File: src/rtl/chess_pkg.sv
// Shared chess encodings, square addressing and cursor-controller FSM states.
package chess_pkg;

  localparam int unsigned SQ_ADDR_W = 6;

  // Piece codes held in bits [2:0] of each 4-bit board square
  localparam logic [2:0] PIECE_NONE   = 3'd0;
  localparam logic [2:0] PIECE_PAWN   = 3'd1;
  localparam logic [2:0] PIECE_KNIGHT = 3'd2;
  localparam logic [2:0] PIECE_BISHOP = 3'd3;
  localparam logic [2:0] PIECE_ROOK   = 3'd4;
  localparam logic [2:0] PIECE_QUEEN  = 3'd5;
  localparam logic [2:0] PIECE_KING   = 3'd6;

  // Colour held in bit [3] of each square; also the encoding of TURN
  localparam logic COLOR_WHITE = 1'b0;
  localparam logic COLOR_BLACK = 1'b1;

  typedef enum logic [1:0] {
    IDLE      = 2'b00,
    SELECTED  = 2'b01,
    MOVE_PEND = 2'b10
  } ctrl_state_e;

  // Pack {row,col}; row 0 is the top of the screen
  function automatic logic [SQ_ADDR_W-1:0] sq_addr(input logic [2:0] row, input logic [2:0] col);
    return {row, col};
  endfunction

  // Row 6, column 4: the white king's pawn as seen from the player
  localparam logic [SQ_ADDR_W-1:0] CURSOR_RESET = sq_addr(3'd6, 3'd4);

endpackage

File: src/rtl/board_cursor_controller_if.sv
// Move request handshake from the cursor controller to the game logic.
interface board_cursor_controller_if;
  import chess_pkg::*;

  logic                 move_valid;
  logic                 move_ready;
  logic [SQ_ADDR_W-1:0] move_from;
  logic [SQ_ADDR_W-1:0] move_to;

  modport master (
    output move_valid,
    output move_from,
    output move_to,
    input  move_ready
  );

  modport slave (
    input  move_valid,
    input  move_from,
    input  move_to,
    output move_ready
  );

endinterface

File: src/rtl/board_cursor_controller_button_debouncer.sv
// Pushbutton conditioner: 2-FF synchronizer, stability counter and a one-cycle
// registered pulse on each accepted press (release produces no pulse).
module button_debouncer #(
  parameter int unsigned DEBOUNCE_CYCLES = 500000,
  parameter int unsigned CNT_W           = 19
) (
  input  logic clk_i,
  input  logic rst_i,
  input  logic btn_i,
  output logic press_o
);

  logic             sync1_q, sync2_q;
  logic             level_q, level_d;
  logic             press_q, press_d;
  logic [CNT_W-1:0] cnt_q, cnt_d;

  // Count consecutive cycles the synchronized level disagrees with the accepted one
  always_comb begin
    cnt_d   = cnt_q;
    level_d = level_q;
    press_d = 1'b0;
    if (sync2_q == level_q) begin
      cnt_d = '0;
    end else if (cnt_q == CNT_W'(DEBOUNCE_CYCLES - 1)) begin
      level_d = sync2_q;
      cnt_d   = '0;
      press_d = sync2_q;
    end else begin
      cnt_d = cnt_q + 1'b1;
    end
  end

  // Synchronizer and debounce state; reset to the released level
  always_ff @(posedge clk_i or posedge rst_i) begin
    if (rst_i) begin
      sync1_q <= 1'b0;
      sync2_q <= 1'b0;
      level_q <= 1'b0;
      press_q <= 1'b0;
      cnt_q   <= '0;
    end else begin
      sync1_q <= btn_i;
      sync2_q <= sync1_q;
      level_q <= level_d;
      press_q <= press_d;
      cnt_q   <= cnt_d;
    end
  end

  assign press_o = press_q;

endmodule

File: src/rtl/board_cursor_controller.sv
// Board cursor / selection controller: debounced buttons drive a cursor, a piece
// selection and a from/to move request on a valid/ready handshake.
// Optional feature: define CURSOR_WRAP_EN to make the cursor wrap at board edges
// (otherwise it saturates).
module board_cursor_controller
  import chess_pkg::*;
#(
  parameter int unsigned DEBOUNCE_CYCLES = 500000,
  parameter int unsigned CNT_W           = 19
) (
  input  logic                       CLK,
  input  logic                       RESET,
  input  logic                       BTN_UP,
  input  logic                       BTN_DOWN,
  input  logic                       BTN_LEFT,
  input  logic                       BTN_RIGHT,
  input  logic                       BTN_CENTER,
  input  logic [255:0]               BOARD,
  input  logic                       TURN,
  output logic [SQ_ADDR_W-1:0]       CURSOR_ADDR,
  output logic [SQ_ADDR_W-1:0]       SELECT_ADDR,
  output logic                       SELECT_EN,
  board_cursor_controller_if.master  move_if
);

  // Button index order: up, down, left, right, center
  logic [4:0] btn_raw, press;
  assign btn_raw = {BTN_CENTER, BTN_RIGHT, BTN_LEFT, BTN_DOWN, BTN_UP};

  for (genvar i = 0; i < 5; i++) begin : g_db
    button_debouncer #(
      .DEBOUNCE_CYCLES(DEBOUNCE_CYCLES),
      .CNT_W          (CNT_W)
    ) u_db (
      .clk_i  (CLK),
      .rst_i  (RESET),
      .btn_i  (btn_raw[i]),
      .press_o(press[i])
    );
  end

  ctrl_state_e          state_q, state_d;
  logic [SQ_ADDR_W-1:0] cursor_q, cursor_d, cursor_nxt;
  logic [SQ_ADDR_W-1:0] sel_q, sel_d, from_q, from_d, to_q, to_d;
  logic                 sel_en_q, sel_en_d, valid_q, valid_d;
  logic [3:0]           square;
  logic                 own_piece;
  logic [2:0]           row, col;

  assign square    = BOARD[{cursor_q, 2'b00} +: 4];
  assign own_piece = (square[2:0] != PIECE_NONE) && (square[3] == TURN);
  assign row       = cursor_q[5:3];
  assign col       = cursor_q[2:0];

  // Prioritised cursor step (UP > DOWN > LEFT > RIGHT) with edge handling
  always_comb begin
    cursor_nxt = cursor_q;
`ifdef CURSOR_WRAP_EN
    if      (press[0]) cursor_nxt = sq_addr(row - 3'd1, col);
    else if (press[1]) cursor_nxt = sq_addr(row + 3'd1, col);
    else if (press[2]) cursor_nxt = sq_addr(row, col - 3'd1);
    else if (press[3]) cursor_nxt = sq_addr(row, col + 3'd1);
`else
    if (press[0]) begin
      if (row != 3'd0) cursor_nxt = sq_addr(row - 3'd1, col);
    end else if (press[1]) begin
      if (row != 3'd7) cursor_nxt = sq_addr(row + 3'd1, col);
    end else if (press[2]) begin
      if (col != 3'd0) cursor_nxt = sq_addr(row, col - 3'd1);
    end else if (press[3]) begin
      if (col != 3'd7) cursor_nxt = sq_addr(row, col + 3'd1);
    end
`endif
  end

  // Selection / move-request FSM; CENTER overrides any same-cycle direction
  always_comb begin
    state_d  = state_q;
    cursor_d = cursor_q;
    sel_d    = sel_q;
    sel_en_d = sel_en_q;
    valid_d  = valid_q;
    from_d   = from_q;
    to_d     = to_q;
    unique case (state_q)
      IDLE: begin
        if (press[4]) begin
          if (own_piece) begin
            sel_d    = cursor_q;
            sel_en_d = 1'b1;
            state_d  = SELECTED;
          end
        end else begin
          cursor_d = cursor_nxt;
        end
      end
      SELECTED: begin
        if (press[4]) begin
          if (cursor_q == sel_q) begin
            sel_en_d = 1'b0;
            state_d  = IDLE;
          end else if (own_piece) begin
            sel_d = cursor_q;
          end else begin
            from_d  = sel_q;
            to_d    = cursor_q;
            valid_d = 1'b1;
            state_d = MOVE_PEND;
          end
        end else begin
          cursor_d = cursor_nxt;
        end
      end
      MOVE_PEND: begin
        if (valid_q && move_if.move_ready) begin
          valid_d  = 1'b0;
          sel_en_d = 1'b0;
          state_d  = IDLE;
        end
      end
      default: begin
        valid_d  = 1'b0;
        sel_en_d = 1'b0;
        state_d  = IDLE;
      end
    endcase
  end

  // Registered outputs and FSM state
  always_ff @(posedge CLK or posedge RESET) begin
    if (RESET) begin
      state_q  <= IDLE;
      cursor_q <= CURSOR_RESET;
      sel_q    <= '0;
      sel_en_q <= 1'b0;
      valid_q  <= 1'b0;
      from_q   <= '0;
      to_q     <= '0;
    end else begin
      state_q  <= state_d;
      cursor_q <= cursor_d;
      sel_q    <= sel_d;
      sel_en_q <= sel_en_d;
      valid_q  <= valid_d;
      from_q   <= from_d;
      to_q     <= to_d;
    end
  end

  assign CURSOR_ADDR        = cursor_q;
  assign SELECT_ADDR        = sel_q;
  assign SELECT_EN          = sel_en_q;
  assign move_if.move_valid = valid_q;
  assign move_if.move_from  = from_q;
  assign move_if.move_to    = to_q;

endmodule
File: src/flat_wrapper.sv
// flat-port wrapper written by rule: the top's interface ports become plain ports
module board_cursor_controller_flat import chess_pkg::*;
#(
  parameter int unsigned DEBOUNCE_CYCLES = 500000,
  parameter int unsigned CNT_W           = 19
)
  (CLK, RESET, BTN_UP, BTN_DOWN, BTN_LEFT, BTN_RIGHT, BTN_CENTER, BOARD, TURN, CURSOR_ADDR, SELECT_ADDR, SELECT_EN, move_if_move_valid, move_if_move_from, move_if_move_to, move_if_move_ready);
  board_cursor_controller_if move_if_i ();
  input  logic CLK;
  input  logic RESET;
  input  logic BTN_UP;
  input  logic BTN_DOWN;
  input  logic BTN_LEFT;
  input  logic BTN_RIGHT;
  input  logic BTN_CENTER;
  input  logic [255:0] BOARD;
  input  logic TURN;
  output logic [SQ_ADDR_W-1:0] CURSOR_ADDR;
  output logic [SQ_ADDR_W-1:0] SELECT_ADDR;
  output logic SELECT_EN;
  output wire logic [$bits(move_if_i.move_valid)-1:0] move_if_move_valid;
  output wire logic [$bits(move_if_i.move_from)-1:0] move_if_move_from;
  output wire logic [$bits(move_if_i.move_to)-1:0] move_if_move_to;
  input wire logic [$bits(move_if_i.move_ready)-1:0] move_if_move_ready;
  assign move_if_move_valid = move_if_i.move_valid;
  assign move_if_move_from = move_if_i.move_from;
  assign move_if_move_to = move_if_i.move_to;
  assign move_if_i.move_ready = move_if_move_ready;
  board_cursor_controller #(.DEBOUNCE_CYCLES(DEBOUNCE_CYCLES), .CNT_W(CNT_W)) u_core (.CLK(CLK), .RESET(RESET), .BTN_UP(BTN_UP), .BTN_DOWN(BTN_DOWN), .BTN_LEFT(BTN_LEFT), .BTN_RIGHT(BTN_RIGHT), .BTN_CENTER(BTN_CENTER), .BOARD(BOARD), .TURN(TURN), .CURSOR_ADDR(CURSOR_ADDR), .SELECT_ADDR(SELECT_ADDR), .SELECT_EN(SELECT_EN), .move_if(move_if_i));
endmodule
File: config.mk
export PLATFORM = sky130hd
export DESIGN_NAME = board_cursor_controller_flat
export DESIGN_NICKNAME = d
export VERILOG_FILES = /design/src/rtl/chess_pkg.sv /design/src/rtl/board_cursor_controller_if.sv /design/src/rtl/board_cursor_controller_button_debouncer.sv /design/src/rtl/board_cursor_controller.sv /design/src/flat_wrapper.sv
export SDC_FILE = /design/constraint.sdc
export NUM_CORES = 1
export LEC_CHECK = 0
export ABC_AREA = 1
export CAP_MARGIN = 20
export CORE_MARGIN = 4
export CORE_UTILIZATION = 54
export CTS_BUF_LIST = sky130_fd_sc_hd__clkbuf_4 sky130_fd_sc_hd__clkbuf_8
export CTS_CLUSTER_SIZE = 30
export DETAILED_ROUTE_END_ITERATION = 16
export GPL_TIMING_DRIVEN = 0
export PLACE_DENSITY = 0.95
export SETUP_SLACK_MARGIN = 0.15
export SYNTH_ARGS = -nofsm -noshare
export SYNTH_HDL_FRONTEND = slang
export SYNTH_HIERARCHICAL = 1
export SYNTH_SLANG_ARGS = --single-unit
File: constraint.sdc
create_clock -name CLK -period 5.21 [get_ports CLK]
set_input_delay 1.563 -clock CLK [delete_from_list [all_inputs] [get_ports CLK]]
set_output_delay 1.563 -clock CLK [all_outputs]
set_load 0.02 [all_outputs]
==> reports/qor.yml, run 1 <==
status: "complete, no violations"
post_route_cells_drive_above_1_share_pct: 13.1
clock_sinks: 143
chain_of_cells_forming_the_critical_path: "clkdlybuf4s50_1 -> or2_0 -> nor2_1 -> o21ai_0 -> nand2_1 -> nand3_1 -> nand2_1 -> nand2_1 -> nand2_1 -> nand2_1 -> nand2_1 -> nor2_4 -> nand2_2 -> nor2_4 -> buf_6 -> nand2_2 -> o21ai_2"
final-max-slew-violation-count: 0
finalCriticalPeriod_ns: 3.51
post-dp-hpwl_um: 28000
post-cts-setup-buffers: 0
cts_made_buffers: 17
io_buffer_count: 290
top_level_ports: 291
vias_per_cell: 5.34
cts_root_buf: "clkbuf_8"
critical_path.endpoint_type: "register"
final.setup_skew_ns: 0.0164
cp-start-kind: "input port"
cpMaxStageDelayCell: "clkdlybuf4s50_1"
place_inst: 2096
final_hold_viol_count: 0
worst-path-max-fanout: 10
vias: 11400
synth_fp_nets: 1821
die_x_um: 148
grt_setup_unrepaired: "no"
drc: 0
setup-tns-final_ns: 0
final.period_utilization_pct: 67.3
postSynthRegisterBits: 143
max_slew_margin_pct: 40.4
synth.top_cells.by_area: "dfrtp_1 33%, nand2_1 13%, nor2_1 8.5%"
hold_buffers: 0
wl_met2_um: 18600
timing.final.setup_violations: 0
seq_area_frac_synth_pct: 33.9
cts_resized: 0
power_mw: 2.51
hold_path_class: "reg -> reg"
yosys_warnings: 6
postSynthCellCount: 1546
gpl.final_weighted_congestion: 0.963
synth_area_um2: 10600
floorplan.rows: 50
design.core.area_um2: 19000
timing_worst_setup_path_type: "in -> reg"
vias_in_the_first_global_route: 11300
fin_util_pct: 75.3
avgRoutedWirePerCell_um: 17.2
dr_wl_met3_um: 3160
start_util_pct: 55.7
synth.avg_cell_area_um2: 6.83
y_dimension_of_the_die_um: 148
clkTransAtPathRegs_ns: 0.09
timing_worst_slew_pin_value_ns: 0.893
leakagePower_nw: 6.35
synth_top_cell_by_area: "dfrtp_1"
detailedRoute.firstIterationViolations: 734
globalRouteTotalUtil_pct: 32.6
final_antenna_violating_net_count: 0
drt_first_pass_iters: 6
top_layer_used: "met4"
worst_path_largest_cell_delay_ns: 0.45
grt_max_degree: 29
first_pass_grt_wire_length_um: 56900
areaGrowthSynthToFinish_pct: 35.2
clk_path_buf_depth: 2
placement.setup.worst_slack_ns: 1.31
worstPathArrival_ns: 3.88
worst_supply_voltage_drop_on_vdd_mv: 0.190
antenna_violations_before_repair: 1
cts_htree_levels: 4
finish.net_count: 2131
met1_length_um: 13200
power_density_nw_per_um2: 176
worst_skew_pair.late_latency_ns: 0.44
die_area_um2: 21900
synth.distinct_cells: 44
fraction_of_synthesized_cell_area_taken_by_the_top_area_cell_type_pct: 33.2
overflow: 0
drt-total-wl_um: 36600
drv.max_cap_violation_count: 0
crit_path_setup_slack_layout_ns: 1.70
final_cell_count_no_fill: 2130
maximum_clock_frequency_ghz: 0.285
required_ns: 5.58
clock_tree_from_tritoncts: "yes"
worst_path_most_repeated_cell: "nand2_1"
-- cell usage after synthesis --
cell and count:
buf_1 1, buf_6 13, buf_4 3, xnor2_1 12, o211ai_1 6, nand3_4 1, nor2_1 240, or2_1 12
a21oi_2 4, o21a_1 4, nor3_1 17, clkinv_1 1, inv_2 22, nor3b_2 9, fa_1 1, nor4_1 1
nor3_2 1, nand3_2 14, o211ai_2 1, o21ai_0 25, or2_0 5, or2_2 1, ha_1 9, xor2_2 5
dfrtp_1 140, clkbuf_1 2, nand3_1 166, o21bai_1 5, a31oi_1 1, nor2_2 32, a21oi_1 25, nand4_1 18
o21ai_1 39, buf_2 21, xor2_1 32, or3b_2 1, nand2_1 364, o21ai_2 4, nand2_4 5, o22ai_1 7
nor2_4 31, dfstp_2 3, nand2_2 40, inv_1 202
-- path summary, 6_finish.rpt --
| check | start | to | slack, ns | cells after the start |
|---|---|---|---|---|
| min in group asynchronous | RESET | u_core/SELECT_ADDR[5]$_DFFE_PP0P_ | 1.82 | 2 |
| setup reg to reg | u_core/CURSOR_ADDR[0]$_DFFE_PP0P_ | u_core/SELECT_ADDR[3]$_DFFE_PP0P_ | 2.30 | 18 |
| hold / removal | u_core/g_db[4].u_db/sync1_q$_DFF_PP0_ | u_core/g_db[4].u_db/sync2_q$_DFF_PP0_ | 0.34 | 0 |
| setup / recovery | BOARD[216] | u_core/SELECT_ADDR[3]$_DFFE_PP0P_ | 1.70 | 17 |
| hold reg to reg | u_core/g_db[4].u_db/sync1_q$_DFF_PP0_ | u_core/g_db[4].u_db/sync2_q$_DFF_PP0_ | 0.34 | 0 |
| max in group asynchronous | RESET | u_core/g_db[4].u_db/cnt_q[7]$_DFF_PP0_ | 2.73 | 2 |
-- logic make-up after synthesis --
kind of cell	synth area share [%]
DFF	33.9
xor gates and xnor gates	4.42
and+or+nand+nor	43.2
adders and majority gates	1.26
AOI/OAI and AO/OA	6.54
buffers and inverters	10.7
-- per-stage QoR --
stage                     instance area [µm²]  hold slack [ns]
final                                   14300            0.340
after global routing                    14300            0.350
after CTS                               14300            0.343
after detailed placement                13800            0.339
after global placement                  13800            0.335
after floorplan                         10600            0.331
-- sequential cells by signal, summed over array words and instances (netlist names) --
register and cells:
u_core/g_db.u_db/cnt_q 95, u_core/CURSOR_ADDR 6, u_core/SELECT_ADDR 6, u_core/move_if.move_from 6, u_core/move_if.move_to 6, u_core/g_db.u_db/level_q 5
u_core/g_db.u_db/press_o 5, u_core/g_db.u_db/sync1_q 5, u_core/g_db.u_db/sync2_q 5, u_core/state_q 2, u_core/SELECT_EN 1, u_core/move_if.move_valid 1
-- cells in the final DEF, fill, tap and decap left out, types with 22 or more instances in the layout --
cell,netlist,layout
xor2_1,32,32
a21oi_1,25,25
nor2_1,240,240
inv_1,202,202
clkdlybuf4s50_1,0,290
nand3_1,166,166
nor2_2,32,32
nor2_4,31,31
inv_2,22,22
o21ai_0,25,25
dfrtp_1,140,140
nand2_2,40,40
o21ai_1,39,39
nand2_1,364,364
-- routing by layer --
| layer | GRT usage (%) | up-vias |
|---|---|---|
| li1 | - | 5433 |
| met1 | 36.4 | 5248 |
| met2 | 59.0 | 561 |
| met3 | 6.53 | 128 |
| met4 | 16.3 | 0 |
| met5 | 0 | - |
-- report_power, final --
group / total, mW / leakage, nW / internal (mW) / switching (mW)
Sequential: 1.13 / 1.92 / 1.12 / 0.0102
Combinational: 0.345 / 4.19 / 0.216 / 0.129
Clock: 1.03 / 0.233 / 0.611 / 0.419
-- critical path, delay by kind of cell --
| kind | cells | cell delay [ns] |
|---|---|---|
| buffers and inverters | 2 | 0.62 |
| AND/OR/NAND/NOR | 13 | 1.20 |
| AO/OA/AOI/OAI | 2 | 0.47 |
-- final cells by class --
class                   count  area [µm²]
multi-input cells        1138        5850
fillers                  1338        4680
flip-flops and latches    143        3580
repair buffers            291        2920
inverters                 225         845
well taps                 260         325
plain buffers              40         285
clock buffers              22         284
clock inverters            10         184
diodes                      1        2.50
No activity file was read; power rests on OpenSTA's default activity.
==> inputs of run 2 (changes only) <==
--- a/config.mk
+++ b/config.mk
@@ -8,12 +8,12 @@
 export ABC_AREA = 1
 export CAP_MARGIN = 20
 export CORE_MARGIN = 4
-export CORE_UTILIZATION = 54
+export CORE_UTILIZATION = 46
 export CTS_BUF_LIST = sky130_fd_sc_hd__clkbuf_4 sky130_fd_sc_hd__clkbuf_8
 export CTS_CLUSTER_SIZE = 30
 export DETAILED_ROUTE_END_ITERATION = 16
 export GPL_TIMING_DRIVEN = 0
-export PLACE_DENSITY = 0.95
+export PLACE_DENSITY = 0.89
 export SETUP_SLACK_MARGIN = 0.15
 export SYNTH_ARGS = -nofsm -noshare
 export SYNTH_HDL_FRONTEND = slang
==> constraint.sdc (replaced) <==
create_clock -name CLK -period 3 [get_ports CLK]
set_input_delay 0.9 -clock CLK [delete_from_list [all_inputs] [get_ports CLK]]
set_output_delay 0.9 -clock CLK [all_outputs]
set_load 0.02 [all_outputs]
==> reports/qor.yml, run 2 (same netlist as run 1, synthesis figures left out) <==
overflow: 0
drv.max_cap_violation_count: 0
r2r_slack_ns: 0.34
timing_worst_slew_pin_value_ns: 0.894
vias: 11200
drc: 0
power_density_nw_per_um2: 288
cp-start-kind: "register"
hold-worst-slack_ns: 0.341
worstReg2RegEnd: "u_core/SELECT_ADDR[1]$_DFFE_PP0P_"
areaGrowthSynthToFinish_pct: 35.2
regMostFlops: "u_core/g_db.u_db/cnt_q"
drt_first_pass_iters: 7
grt_setup_unrepaired: "no"
mostFrequentLayoutCells: "364 x nand2_1, 290 x clkdlybuf4s50_1, 240 x nor2_1"
die_x_um: 160
io_buffer_count: 290
worst_skew_pair.late_latency_ns: 0.46
timing.final.setup_violations: 0
cts_made_buffers: 17
antenna_violations_before_repair: 0
final.setup_skew_ns: 0.0109
clkTransAtPathRegs_ns: 0.08
vias_per_cell: 5.22
globalRouteTotalUtil_pct: 27.5
drt-total-wl_um: 35700
finalCriticalPeriod_ns: 2.66
clock_sinks: 143
finish.net_count: 2131
clk_path_buf_depth: 2
vias_in_the_first_global_route: 11200
start_util_pct: 46.6
required_ns: 3.40
leakagePower_nw: 6.33
hold_buffers: 0
cts_root_buf: "clkbuf_8"
hold_start: "u_core/g_db[0].u_db/sync1_q$_DFF_PP0_"
gpl.final_weighted_congestion: 0.955
top_level_ports: 291
final_antenna_violating_net_count: 0
worst-path-max-fanout: 10
timing_worst_setup_path_type: "reg -> reg"
critical_path.endpoint_type: "register"
post_route_cells_drive_above_1_share_pct: 13.4
final-max-slew-violation-count: 0
die_area_um2: 25400
detailedRoute.firstIterationViolations: 931
first_pass_grt_wire_length_um: 56800
worst_path_most_repeated_cell: "nand2_1"
post-dp-hpwl_um: 28100
setup-tns-final_ns: 0
power_mw: 4.11
cts_htree_levels: 4
status: "complete, no violations"
worst_supply_voltage_drop_on_vdd_mv: 0.207
grt_max_degree: 24
worst_min_delay_path_endpoint: "u_core/g_db[0].u_db/sync2_q$_DFF_PP0_"
final.period_utilization_pct: 88.6
design.core.area_um2: 22600
y_dimension_of_the_die_um: 160
final_hold_viol_count: 0
num_antenna_cells: 0
hold_path_class: "reg -> reg"
chain_of_cells_forming_the_critical_path: "buf_6 -> buf_6 -> nand2_1 -> inv_2 -> o21ai_1 -> nand3_1 -> nor2_1 -> nor2_1 -> nor2_1 -> nand2_1 -> nand2_1 -> nand2_1 -> nand2_1 -> nor2_4 -> nand2_2 -> nor2_4 -> buf_6 -> nand2_2 -> o21ai_2"
post-cts-setup-buffers: 0
worst_path_largest_cell_delay_ns: 0.41
cpMaxStageDelayCell: "dfrtp_2"
max_slew_margin_pct: 40.3
hold_depth: 0
largest_reg_flops: 95
layout.cells.most_common: "nand2_1"
floorplan.rows: 55
cts_resized: 0
avgRoutedWirePerCell_um: 16.6
clock_tree_from_tritoncts: "yes"
maximum_clock_frequency_ghz: 0.376
worstPathArrival_ns: 3.05
r2r-start: "u_core/CURSOR_ADDR[0]$_DFFE_PP0P_"
ff2ff_path_depth: 19
==> run 2: changes by cell type in the layout (fill, tap and decap cells not counted), sizes merged <==
cell / change
inv: +2
clkinvlp: +2
buf: -3
bufinv: -3
diode: -1
clkinv: +2
==> run 2: how the worst max path moves through the flow <==
stage,from,depth (start not counted),to,slack (ns)
finish,u_core/CURSOR_ADDR[0]$_DFFE_PP0P_,19,u_core/SELECT_ADDR[1]$_DFFE_PP0P_,0.34
global route,u_core/CURSOR_ADDR[0]$_DFFE_PP0P_,18,u_core/SELECT_ADDR[1]$_DFFE_PP0P_,0.15
CTS,u_core/CURSOR_ADDR[0]$_DFFE_PP0P_,18,u_core/move_if.move_to[1]$_DFFE_PP0P_,0.23
detailed placement,BOARD[248],17,u_core/move_if.move_to[1]$_DFFE_PP0P_,-0.27
global placement,BOARD[248],17,u_core/move_if.move_to[1]$_DFFE_PP0P_,-0.24
floorplan,BOARD[242],16,u_core/move_if.move_to[1]$_DFFE_PP0P_,0.76
==> run 2: layer usage <==
metal  GRT usage (%)  share of wire (%)
met1            32.0                 38
met2            48.8                 50
met3            5.10                7.0
met4            12.9                4.3
met5               0                  0
==> run 2: area by class of cell <==
cell class | instances | area (µm²)
Buffer | 40 | 293
Clock buffer | 19 | 262
Clock inverter | 13 | 136
Fill cell | 1934 | 8370
Inverter | 225 | 850
Multi-Input combinational cell | 1138 | 5860
Sequential cell | 143 | 3580
Tap cell | 285 | 357
Timing Repair Buffer | 291 | 2930
==> run 2: worst max-delay path, delay by kind of cell (launching register included) <==
| family | cells | cell delay, ns |
|---|---|---|
| and+or+nand+nor | 13 | 1.32 |
| buffers and inverters | 4 | 0.70 |
| DFF | 1 | 0.41 |
| AOI/OAI and AO/OA | 2 | 0.15 |
==> run 2: stage by stage <==
stage	instance area [µm²]	util, %	setup slack, ns	std cells
after floorplan	10600	-	0.757	1546
after global placement	13800	61.0	-0.243	2121
after detailed placement	13800	61.2	-0.274	2122
after CTS	14200	62.9	0.231	2154
after global routing	14300	63.1	0.145	2154
final	14300	63.1	0.343	2154
==> run 2: report_power, final <==
part	total (mW)	internal (mW)	switching, mW	leakage (nW)
combinational	0.599	0.378	0.221	4.22
sequential	1.97	1.95	0.0163	1.92
clock	1.54	0.781	0.761	0.194
total	4.11	3.11	0.998	6.33
==> inputs of run 3 (changes only) <==
--- a/config.mk
+++ b/config.mk
@@ -7,7 +7,7 @@
 export LEC_CHECK = 0
 export ABC_AREA = 1
 export CAP_MARGIN = 20
-export CORE_MARGIN = 4
+export CORE_MARGIN = 5
 export CORE_UTILIZATION = 46
 export CTS_BUF_LIST = sky130_fd_sc_hd__clkbuf_4 sky130_fd_sc_hd__clkbuf_8
 export CTS_CLUSTER_SIZE = 30
@@ -15,6 +15,8 @@
 export GPL_TIMING_DRIVEN = 0
 export PLACE_DENSITY = 0.89
 export SETUP_SLACK_MARGIN = 0.15
+export SKIP_LAST_GASP = 1
+export SLEW_MARGIN = 25
 export SYNTH_ARGS = -nofsm -noshare
 export SYNTH_HDL_FRONTEND = slang
 export SYNTH_HIERARCHICAL = 1
==> reports/qor.yml, run 3 (same netlist as run 1, synthesis figures left out) <==
status: "complete, no violations"
worst_skew_pair.late_latency_ns: 0.45
antenna_violations_before_repair: 2
clkTransAtPathRegs_ns: 0.08
post_route_cells_drive_above_1_share_pct: 13.3
cts_root_buf: "clkbuf_8"
start_util_pct: 46.6
area_occupied_by_multi_input_gates_um2: 5860
floorplan.rows: 55
globalRouteTotalUtil_pct: 26.7
clock_tree_from_tritoncts: "yes"
worst_path_most_repeated_cell: "nand2_1"
crit_family: "simple AND/OR/NAND/NOR gates"
fillCellCount: 1912
critical_path.endpoint_type: "register"
clock_sinks: 143
post-cts-setup-buffers: 0
cts_resized: 0
design.core.area_um2: 22600
setup-tns-final_ns: 0
chain_of_cells_forming_the_critical_path: "clkdlybuf4s50_1 -> or2_0 -> o21ai_2 -> nand2_1 -> nand2_1 -> nand3_1 -> nand2_1 -> nand2_1 -> nand2_1 -> nand2_1 -> nand2_1 -> nor2_4 -> inv_2 -> nand3_4 -> buf_6 -> nand2_1 -> o21ai_1"
die_area_um2: 26100
mostFrequentLayoutCells: "364 x nand2_1, 290 x clkdlybuf4s50_1, 240 x nor2_1"
timing.final.setup_violations: 0
cpMaxStageDelayCell: "clkdlybuf4s50_1"
critical_path_cell_count: 17
post-dp-hpwl_um: 28100
avgRoutedWirePerCell_um: 16.5
drc: 0
maximum_clock_frequency_ghz: 0.374
worst-path-max-fanout: 10
final-max-slew-violation-count: 0
final.period_utilization_pct: 89.2
final_hold_viol_count: 0
critical_path_buf_inv_count: 3
drt_first_pass_iters: 5
detailedRoute.firstIterationViolations: 999
required_ns: 3.33
vias: 11200
leakagePower_nw: 6.33
regMostFlops: "u_core/g_db.u_db/cnt_q"
final_antenna_violating_net_count: 0
hold_path_class: "reg -> reg"
final_cell_count_no_fill: 2155
timing_worst_setup_path_type: "in -> reg"
max_slew_margin_pct: 40.4
worst_path_largest_cell_delay_ns: 0.39
top_level_ports: 291
first_pass_grt_wire_length_um: 56400
power_density_nw_per_um2: 296
areaGrowthSynthToFinish_pct: 35.2
die_x_um: 162
grt_max_degree: 29
ff2ff_path_depth: 19
cp-start-kind: "input port"
largest_reg_flops: 95
worstPathArrival_ns: 3.01
io_buffer_count: 290
grt_setup_unrepaired: "no"
cts_made_buffers: 17
overflow: 0
drt-total-wl_um: 35600
final.setup_skew_ns: 0.0109
vias_per_cell: 5.22
timing_worst_slew_pin_value_ns: 0.893
crit_path_setup_slack_layout_ns: 0.324
finish.net_count: 2130
place_inst: 2121
y_dimension_of_the_die_um: 162
register_area_um2: 3580
gpl.final_weighted_congestion: 0.948
drv.max_cap_violation_count: 0
finalCriticalPeriod_ns: 2.68
hold_buffers: 0
vias_in_the_first_global_route: 11200
layout.cells.most_common: "nand2_1"
worst_supply_voltage_drop_on_vdd_mv: 0.307
cts_htree_levels: 4
hold_depth: 0
clk_path_buf_depth: 2
placement.setup.worst_slack_ns: -0.275
## run 3: cell count changes in the layout (fill, tap and decap cells not counted), moves of 2 or more
cell / before / now
inv_1: 202 / 200
inv_2: 20 / 22
bufinv_16: 2 / 4
clkbuf_8: 19 / 17
diode_2: 0 / 2
## run 3: metal layers
| metal | track usage [%] | share of wire, % | routed length, µm | up-vias |
|---|---|---|---|---|
| met5 | 0 | 0 | 0 | - |
| met4 | 12.4 | 4.1 | 1450 | 0 |
| met3 | 4.16 | 7.0 | 2490 | 90 |
| met2 | 47.9 | 50 | 18000 | 487 |
| met1 | 31.4 | 39 | 13700 | 5246 |
| li1 | - | - | - | 5425 |
## run 3: metrics by stage
stage               instance area (µm²)  power [mW]  hold slack [ns]  util [%]
global route                      14300        4.40            0.363      63.1
detailed placement                13800        2.60            0.336      61.0
floorplan                         10600        2.19            0.331         -
CTS                               14300        4.25            0.348      62.9
global placement                  13800        2.59            0.333      61.0
finish                            14300        4.22            0.346      63.1
## run 3: worst reg2reg max path, stage by stage, from the launching register on
cell     delay (ns)
dfrtp_2        0.41
buf_6          0.16
buf_6          0.20
nand2_1        0.14
inv_2          0.16
o21ai_1        0.12
nand3_1        0.10
nor2_1         0.06
nor2_1         0.12
nor2_1         0.05
nand2_1        0.05
nand2_1        0.10
nand2_1        0.08
nand2_1        0.14
nor2_4         0.17
nand2_2        0.10
nor2_4         0.13
buf_6          0.18
nand2_2        0.06
o21ai_2        0.06
## run 3: layout make-up
class / instances / area share (%)
repair buffers: 290 / 20.3
clock inverters: 14 / 1.32
clock buffers: 18 / 1.69
diodes: 2 / 0.0350
flip-flops and latches: 143 / 25.1
inverters: 225 / 5.93
multi-input cells: 1138 / 41.1
plain buffers: 40 / 2.05
well taps: 285 / 2.50
## run 3: path summary, 6_finish.rpt
| check | from | endpoint | slack, ns |
|---|---|---|---|
| setup / recovery | BOARD[248] | u_core/move_if.move_to[1]$_DFFE_PP0P_ | 0.32 |
| hold / removal | u_core/g_db[4].u_db/sync1_q$_DFF_PP0_ | u_core/g_db[4].u_db/sync2_q$_DFF_PP0_ | 0.35 |
| setup reg to reg | u_core/CURSOR_ADDR[0]$_DFFE_PP0P_ | u_core/SELECT_ADDR[1]$_DFFE_PP0P_ | 0.33 |
| hold reg to reg | u_core/g_db[4].u_db/sync1_q$_DFF_PP0_ | u_core/g_db[4].u_db/sync2_q$_DFF_PP0_ | 0.35 |
| max in group asynchronous | RESET | u_core/g_db[2].u_db/cnt_q[3]$_DFF_PP0_ | 1.20 |
| min in group asynchronous | RESET | u_core/g_db[1].u_db/cnt_q[9]$_DFF_PP0_ | 1.12 |
## run 3: report_power, final
group / switching (mW) / internal, mW
clock network: 0.744 / 0.914
registers: 0.0161 / 1.95
logic: 0.223 / 0.374
